--- src/rtl/quad_decoder_counter.sv ---
// quad_decoder_counter
// Quadrature (A/B) encoder decoder driving an up/down position counter.
// The asynchronous phase pins are synchronized, compared against the
// previously seen phase pair, and turned into up/down steps or an error
// pulse when both phases change between two samples. A synchronous load
// overrides any decoded movement in the same cycle.

module quad_decoder_counter #(
    parameter int WIDTH       = 8,
    parameter int SYNC_STAGES = 2
) (
    input  logic             clk,
    input  logic             rst,
    input  logic             a_in,
    input  logic             b_in,
    input  logic             load,
    input  logic [WIDTH-1:0] data,
    output logic [WIDTH-1:0] count,
    output logic             dir,
    output logic             step,
    output logic             err
);

    // Warm-up lasts long enough for the synchronizer to fill with real pin
    // values and for prev to capture them, so stale zeros never decode.
    localparam int WARM_CYCLES = SYNC_STAGES + 1;
    localparam int WARM_W      = $clog2(WARM_CYCLES + 1);

    typedef enum logic {
        ST_WARMUP,
        ST_RUN
    } state_t;

    state_t                 state;
    logic [SYNC_STAGES-1:0] a_sync;
    logic [SYNC_STAGES-1:0] b_sync;
    logic [1:0]             cur;
    logic [1:0]             prev;
    logic [WARM_W-1:0]      warm_cnt;
    logic                   is_up;
    logic                   is_down;
    logic                   is_illegal;

    // Multi-flop synchronizers bring each asynchronous phase into the clk domain
    always_ff @(posedge clk) begin
        if (rst) begin
            a_sync <= '0;
            b_sync <= '0;
        end else begin
            a_sync <= {a_sync[SYNC_STAGES-2:0], a_in};
            b_sync <= {b_sync[SYNC_STAGES-2:0], b_in};
        end
    end

    assign cur = {a_sync[SYNC_STAGES-1], b_sync[SYNC_STAGES-1]};

    // Classify the prev->cur phase change as up, down, illegal or no change
    always_comb begin
        is_up      = 1'b0;
        is_down    = 1'b0;
        is_illegal = 1'b0;
        case ({prev, cur})
            4'b00_10, 4'b10_11, 4'b11_01, 4'b01_00: is_up      = 1'b1;
            4'b00_01, 4'b01_11, 4'b11_10, 4'b10_00: is_down    = 1'b1;
            4'b00_11, 4'b11_00, 4'b10_01, 4'b01_10: is_illegal = 1'b1;
            default: ;
        endcase
    end

    // Warm-up/run controller plus the registered counter and status pulses
    always_ff @(posedge clk) begin
        if (rst) begin
            state    <= ST_WARMUP;
            warm_cnt <= '0;
            prev     <= 2'b00;
            count    <= '0;
            dir      <= 1'b0;
            step     <= 1'b0;
            err      <= 1'b0;
        end else begin
            step <= 1'b0;
            err  <= 1'b0;
            prev <= cur;
            case (state)
                ST_WARMUP: begin
                    if (load) begin
                        count <= data;
                    end
                    warm_cnt <= warm_cnt + WARM_W'(1);
                    if (warm_cnt == WARM_W'(WARM_CYCLES - 1)) begin
                        state <= ST_RUN;
                    end
                end
                ST_RUN: begin
                    if (load) begin
                        count <= data;
                    end else if (is_up) begin
                        count <= count + WIDTH'(1);
                        dir   <= 1'b1;
                        step  <= 1'b1;
                    end else if (is_down) begin
                        count <= count - WIDTH'(1);
                        dir   <= 1'b0;
                        step  <= 1'b1;
                    end else if (is_illegal) begin
                        err <= 1'b1;
                    end
                end
                default: begin
                    state <= ST_WARMUP;
                end
            endcase
        end
    end

endmodule

--- config.mk ---
export PLATFORM = sky130hd
export DESIGN_NAME = quad_decoder_counter
export DESIGN_NICKNAME = d
export VERILOG_FILES = /design/src/rtl/quad_decoder_counter.sv
export SDC_FILE = /design/constraint.sdc
export NUM_CORES = 1
export LEC_CHECK = 0
export CAP_MARGIN = 20
export CORE_ASPECT_RATIO = 1.1
export CORE_MARGIN = 1.5
export CORE_UTILIZATION = 60
export CTS_CLUSTER_DIAMETER = 80
export DETAILED_ROUTE_END_ITERATION = 10
export DONT_BUFFER_PORTS = 1
export PLACE_DENSITY = 0.81
export SLEW_MARGIN = 20
export SYNTH_ARGS = -nofsm -noshare
export SYNTH_HDL_FRONTEND = slang
export SYNTH_SLANG_ARGS = --single-unit
--- constraint.sdc ---
create_clock -name clk -period 3.15 [get_ports clk]
set_clock_uncertainty 0.15 [all_clocks]
set_input_delay 0.945 -clock clk [delete_from_list [all_inputs] [get_ports clk]]
set_output_delay 0.945 -clock clk [all_outputs]
set_load 0.1 [all_outputs]
==> impl_metrics.csv, run 1 <==
group,metric,value,unit
routing,ant_nets,0,
logic_synthesis,synthXorXnorAreaFrac,8.92,%
logic_synthesis,synth_compound_area_share,23.1,%
logic_synthesis,synth-edff-count,0,
logic_synthesis,synth.distinct_cells,42,
layout,seq_area,400,um^2
die,die-area,2210,um^2
global_route,top_usage_layer,"met2",
outcome,status,"finished, final reports clean",
logic_synthesis,synth_area_leaders,"dfxtp_1 34%, ha_1 7.5%, nor2_1 4.5%",
routing,drt_iter0_markers,16,
global_route,gr-total-overflow,0,
pwr,p_leak,0.000547,uW
timing,min_period,2.96,ns
global_route,grt_max_degree,23,
logic_synthesis,synth_seq_cells,20,
global_route,grt_pass1_vias,934,
clock_network,cts_setup_buffers,0,
logic_synthesis,syn_area,1160,um^2
global_route,met2_usage,36.9,%
logic_synthesis,synth_top_cell_area_share,34.4,%
pwr,power_density,646,nW/um^2
clock_network,htree_num_levels,1,
routing,drc,0,
timing,fmax,338,MHz
hold_path,hp-class,"reg -> reg",
layout,drive_gt1_share,15.7,%
timing,setup_viol,0,
die,io_pins,24,
placement,numPortBuffers,0,
logic_synthesis,yosys_warnings,0,
layout,finalNetCount,162,
setup_path,worstPathRequired,3.26,ns
placement,place_worst_setup_slack,0.263,ns
clock_network,path_clk_slew,0.12,ns
routing,post_drt_wl_per_cell,14.5,um
layout,layout_common_cells,"20 x dfxtp_1, 14 x nor2_1, 11 x buf_4",
global_route,antenna_found_initial,0,
logic_synthesis,synth_top_family_by_area,"compound AO/OA/AOI/OAI gates",
logic_synthesis,syn-num-nets,151,
clock_network,cts-hold-fix-buffers,0,
timing,grt_setup_unrepaired,"no",
die,die_h,49.2,um
layout,insertedDiodeCount,0,
timing,period_share,94.0,%
placement,place_congestion,0.809,
logic_synthesis,syn_inst,130,
global_route,grt_use_met3,3.70,%
logic_synthesis,syn_avg_cell_area,8.95,um^2
routing,vias_per_cell,5.90,
placement,hpwl,1.72,mm
die,fp-row-count,16,
clock_network,clock_path_buffers,2,
routing,drtPass1Iterations,4,
clock_network,cts-resized-gates,0,
setup_path,worstSetupEndpointType,"register",
global_route,met1_usage,26.9,%
clock_network,clk_latency,0.31,ns
setup_path,criticalPathCategory,"reg -> reg",
logic_synthesis,synthAdderAreaFrac,9.25,%
timing,tightest_slew,0.565,ns
global_route,grt_pass1_wl,3.68,mm
logic_synthesis,async_flop_share,0,%
clock_network,cts_root_buffer,"clkbuf_4",
layout,multi_input_area,713,um^2
layout,fill_cells,135,
logic_synthesis,ys_seq_area_share,34.4,%
layout,final_common_cell,"dfxtp_1",
logic_synthesis,ys.flop_type,"dfxtp_1",
pwr,report.power.total,840,uW
die,start_util,64.6,%
timing,slew_viol_final,0,
timing,hold_viol_final,0,
timing,fin_tns_setup,0,ns
timing,whs,0.286,ns
routing,num_vias,932,
layout,area_delta_synth_final,11.8,%
pwr,ir_drop,379,uV
setup_path,arrival,3.07,ns
clock_network,cts_made_buffers,3,
timing,layout_setup_ws,0.190,ns
setup_path,critPathMaxFanout,7,
routing,wl,2.29,mm
die,core,1800,um^2
clock_network,cts_tree,"done",
logic_synthesis,yosys-mux-area-fraction,1.72,%
global_route,track_usage,22.0,%
setup_path,startpoint_type,"register",
flow_run,maxCapViolCount,0,
logic_synthesis,synthSimpleGateAreaFrac,18.3,%
timing,max-slew-margin-rel,62.0,%
die,die_w,45.0,um
logic_synthesis,synth.largest_area_cell,"dfxtp_1",
clock_network,cts_sinks,20,
final cells by class:
cell class | count | share of cell area, %
clock buffer | 3 | 1.73
clock inverter | 1 | 2.31
inverter | 8 | 2.31
multi-input combinational | 97 | 54.8
sequential | 20 | 30.8
tap | 18 | 1.73
timing repair buffer | 11 | 6.35
power by group:
part	leakage (uW)	internal [uW]	switching [uW]	total [uW]
Combinational	0.000355	106	211	317
Clock	0.0000279	129	84.4	213
Sequential	0.000165	284	27.1	311
worst paths after layout:
kind,from,endpoint,slack [ns],cells after the start
worst min register to register,b_sync[0],b_sync[1],0.29,1
worst max-delay path,b_sync[1],count[7],0.19,9
worst max register to register,b_sync[1],count[7],0.19,9
worst min-delay path,b_sync[0],b_sync[1],0.29,1
through the flow:
step	std cells	cell area, um^2	util, %
3_3_place_gp	154	1250	69.3
3_5_place_dp	154	1250	69.3
6_report	158	1300	72.2
2_1_floorplan	130	1160	-
4_1_cts	158	1300	72.2
5_1_grt	158	1300	72.2
synthesized netlist by cell type, types with 2 or more instances:
cell,n
nor3_1,3
clkbuf_1,4
a21oi_1,8
nand2_1,7
ha_1,7
xnor2_1,6
a211oi_1,3
a21o_1,2
o21ai_0,4
dfxtp_1,20
inv_1,8
a211oi_2,2
mux2i_1,2
nor2_1,14
xor2_1,4
nor2b_1,8
nand2b_1,2
o21a_1,2
critical path: stages, from the launching register on:
cell,delay [ns]
dfxtp_1,0.46
xor2_2,0.12
nor2_1,0.32
inv_1,0.23
ha_1,0.38
a21o_1,0.21
a221o_1,0.35
or2_1,0.25
a311o_1,0.32
nor2_1,0.10
state kept, by name, indices dropped and copies added, names as in the netlist:
signal,cells
state,1
err,1
count,8
a_sync,2
prev,2
b_sync,2
warm_cnt,2
step,1
dir,1
per-layer routing:
| layer | wire length, um | part of all wire, % |
|---|---|---|
| met5 | 0 | 0 |
| met4 | 31 | 1.4 |
| met3 | 102 | 4.5 |
| met2 | 1090 | 48 |
| met1 | 1060 | 46 |
cell families (layout without fill, tap and decap cells):
family,Yosys count,in the layout
AOI/OAI and AO/OA,34,34
and+or+nand+nor,42,42
muxes,2,2
buffers and inverters,13,23
adders and majority gates,8,8
xor gates and xnor gates,11,11
DFF,20,20
Note: power is estimated with default switching activity, not from simulation.
==> run 2: changes to the inputs <==
--- a/config.mk
+++ b/config.mk
@@ -5,6 +5,7 @@
 export SDC_FILE = /design/constraint.sdc
 export NUM_CORES = 1
 export LEC_CHECK = 0
+export ABC_AREA = 0
 export CAP_MARGIN = 20
 export CORE_ASPECT_RATIO = 1.1
 export CORE_MARGIN = 1.5
==> constraint.sdc (replaced) <==
create_clock -name clk -period 3.15 [get_ports clk]
set_clock_uncertainty 0.15 [all_clocks]
set_input_delay 0.945 -clock clk [delete_from_list [all_inputs] [get_ports clk]]
set_output_delay 0.945 -clock clk [all_outputs]
set_load 0.01 [all_outputs]
==> run 2 against run 1 <==
  * Hold slack gained 0.023 ns
  * Maximum frequency shrank 1.1%
  * Clock power shrank 4%
  * Critical path depth is the same
  * Cell count shrank 7.0%
  * Register-to-register slack lost 0.03 ns
  * Utilization shrank 4.6 points
  * Sequential cell count is the same
  * Non-clock buffer count shrank 11
  * Critical endpoint unchanged
==> impl_metrics.csv, run 2 (synthesized netlist as in run 1, its figures left out) <==
group,metric,value,unit
layout,finalNetCount,151,
clock_network,cts-resized-gates,0,
die,die-area,2210,um^2
setup_path,worstSetupEndpointType,"register",
pwr,power_density,602,nW/um^2
placement,place_congestion,0.818,
clock_network,cts_root_buffer,"clkbuf_4",
die,io_pins,24,
die,start_util,64.6,%
timing,layout_setup_ws,0.158,ns
timing,hold_viol_final,0,
layout,insertedDiodeCount,0,
layout,layout_common_cells,"20 x dfxtp_1, 14 x nor2_1, 8 x inv_1, 8 x a21oi_1, 8 x nor2b_1",
clock_network,htree_num_levels,1,
routing,drc,0,
global_route,grt_pass1_vias,853,
clock_network,path_clk_slew,0.11,ns
placement,numPortBuffers,0,
timing,max-slew-margin-rel,64.2,%
setup_path,worstPathRequired,3.19,ns
layout,top_register,"count",
routing,drtPass1Iterations,4,
routing,post_drt_wl_per_cell,14.6,um
die,core,1800,um^2
clock_network,cts_sinks,20,
clock_network,cts_made_buffers,3,
layout,drive_gt1_share,8.53,%
routing,ant_nets,0,
layout,largest_register_ffs,8,
timing,min_period,2.99,ns
setup_path,arrival,3.03,ns
clock_network,clk_latency,0.29,ns
flow_run,maxCapViolCount,0,
global_route,grt_max_degree,23,
layout,layout.cells.non_filler,147,
clock_network,clock_path_buffers,2,
global_route,gr-total-overflow,0,
hold_path,hp-class,"reg -> reg",
routing,vias_per_cell,6.07,
timing,grt_setup_unrepaired,"no",
layout,final_util,67.6,%
pwr,ir_drop,436,uV
setup_path,critPathMaxFanout,7,
pwr,p_leak,0.000489,uW
outcome,status,"finished, final reports clean",
placement,hpwl,1.67,mm
routing,num_vias,892,
die,die_h,49.2,um
global_route,antenna_found_initial,0,
global_route,track_usage,21.0,%
timing,tightest_slew,0.533,ns
routing,drt_iter0_markers,21,
setup_path,criticalPathCategory,"reg -> reg",
timing,fmax,334,MHz
timing,period_share,95.0,%
clock_network,cts_tree,"done",
die,die_w,45.0,um
routing,wl,2.15,mm
layout,final_common_cell,"dfxtp_1",
placement,place_worst_setup_slack,0.193,ns
die,fp-row-count,16,
timing,whs,0.309,ns
timing,setup_viol,0,
layout,fill_cells,157,
timing,slew_viol_final,0,
global_route,grt_pass1_wl,3.55,mm
timing,fin_tns_setup,0,ns
layout,area_delta_synth_final,4.73,%
setup_path,startpoint_type,"register",
clock_network,cts_setup_buffers,0,
clock_network,cts-hold-fix-buffers,0,
placement,dp.cells,143,
==> run 2: cell count changes in the layout (fill, tap and decap cells not counted) <==
cell / change
buf_4: -11
==> run 2: power by group <==
| group | internal [uW] | switching [uW] |
|---|---|---|
| Clock | 128 | 75.3 |
| Combinational | 91.2 | 118 |
| Sequential | 284 | 37.3 |
==> run 2: layout make-up <==
cell class | instances | area (um^2) | share of cell area, %
Multi-Input combinational cell | 97 | 713 | 58.5
Sequential cell | 20 | 400 | 32.9
Clock inverter | 1 | 30.0 | 2.46
Inverter | 8 | 30.0 | 2.46
Clock buffer | 3 | 22.5 | 1.85
Tap cell | 18 | 22.5 | 1.85
==> run 2: critical path, cell delays in order, from the launching register on <==
cell and delay (ns):
dfxtp_1 0.38, xor2_2 0.20, nor2_1 0.32, inv_1 0.23, ha_1 0.39, a21o_1 0.22
a221o_1 0.35, or4bb_1 0.51, o41ai_2 0.08, nor2_1 0.06
==> run 2: path summary, 6_finish.rpt <==
path	to	start	cells past startpoint	slack, ns
setup / recovery	count[7]	prev[1]	9	0.16
hold / removal	b_sync[1]	b_sync[0]	1	0.31
setup reg to reg	count[7]	prev[1]	9	0.16
hold reg to reg	b_sync[1]	b_sync[0]	1	0.31
==> run 2: stage by stage <==
stage,cell area [um^2],total power [uW]
3_5_place_dp,1170,534
5_1_grt,1220,786
3_3_place_gp,1170,526
6_report,1220,734
2_1_floorplan,1160,505
4_1_cts,1220,740
==> run 2: per-layer routing <==
metal  vias to the layer above  part of all wire, %  global-route usage [%]
li1                        452                    -                       -
met1                       417                   46                    27.5
met2                        21                   48                    34.8
met3                         2                  4.7                    4.44
met4                         0                 0.42                    4.41
met5                         -                    0                       0
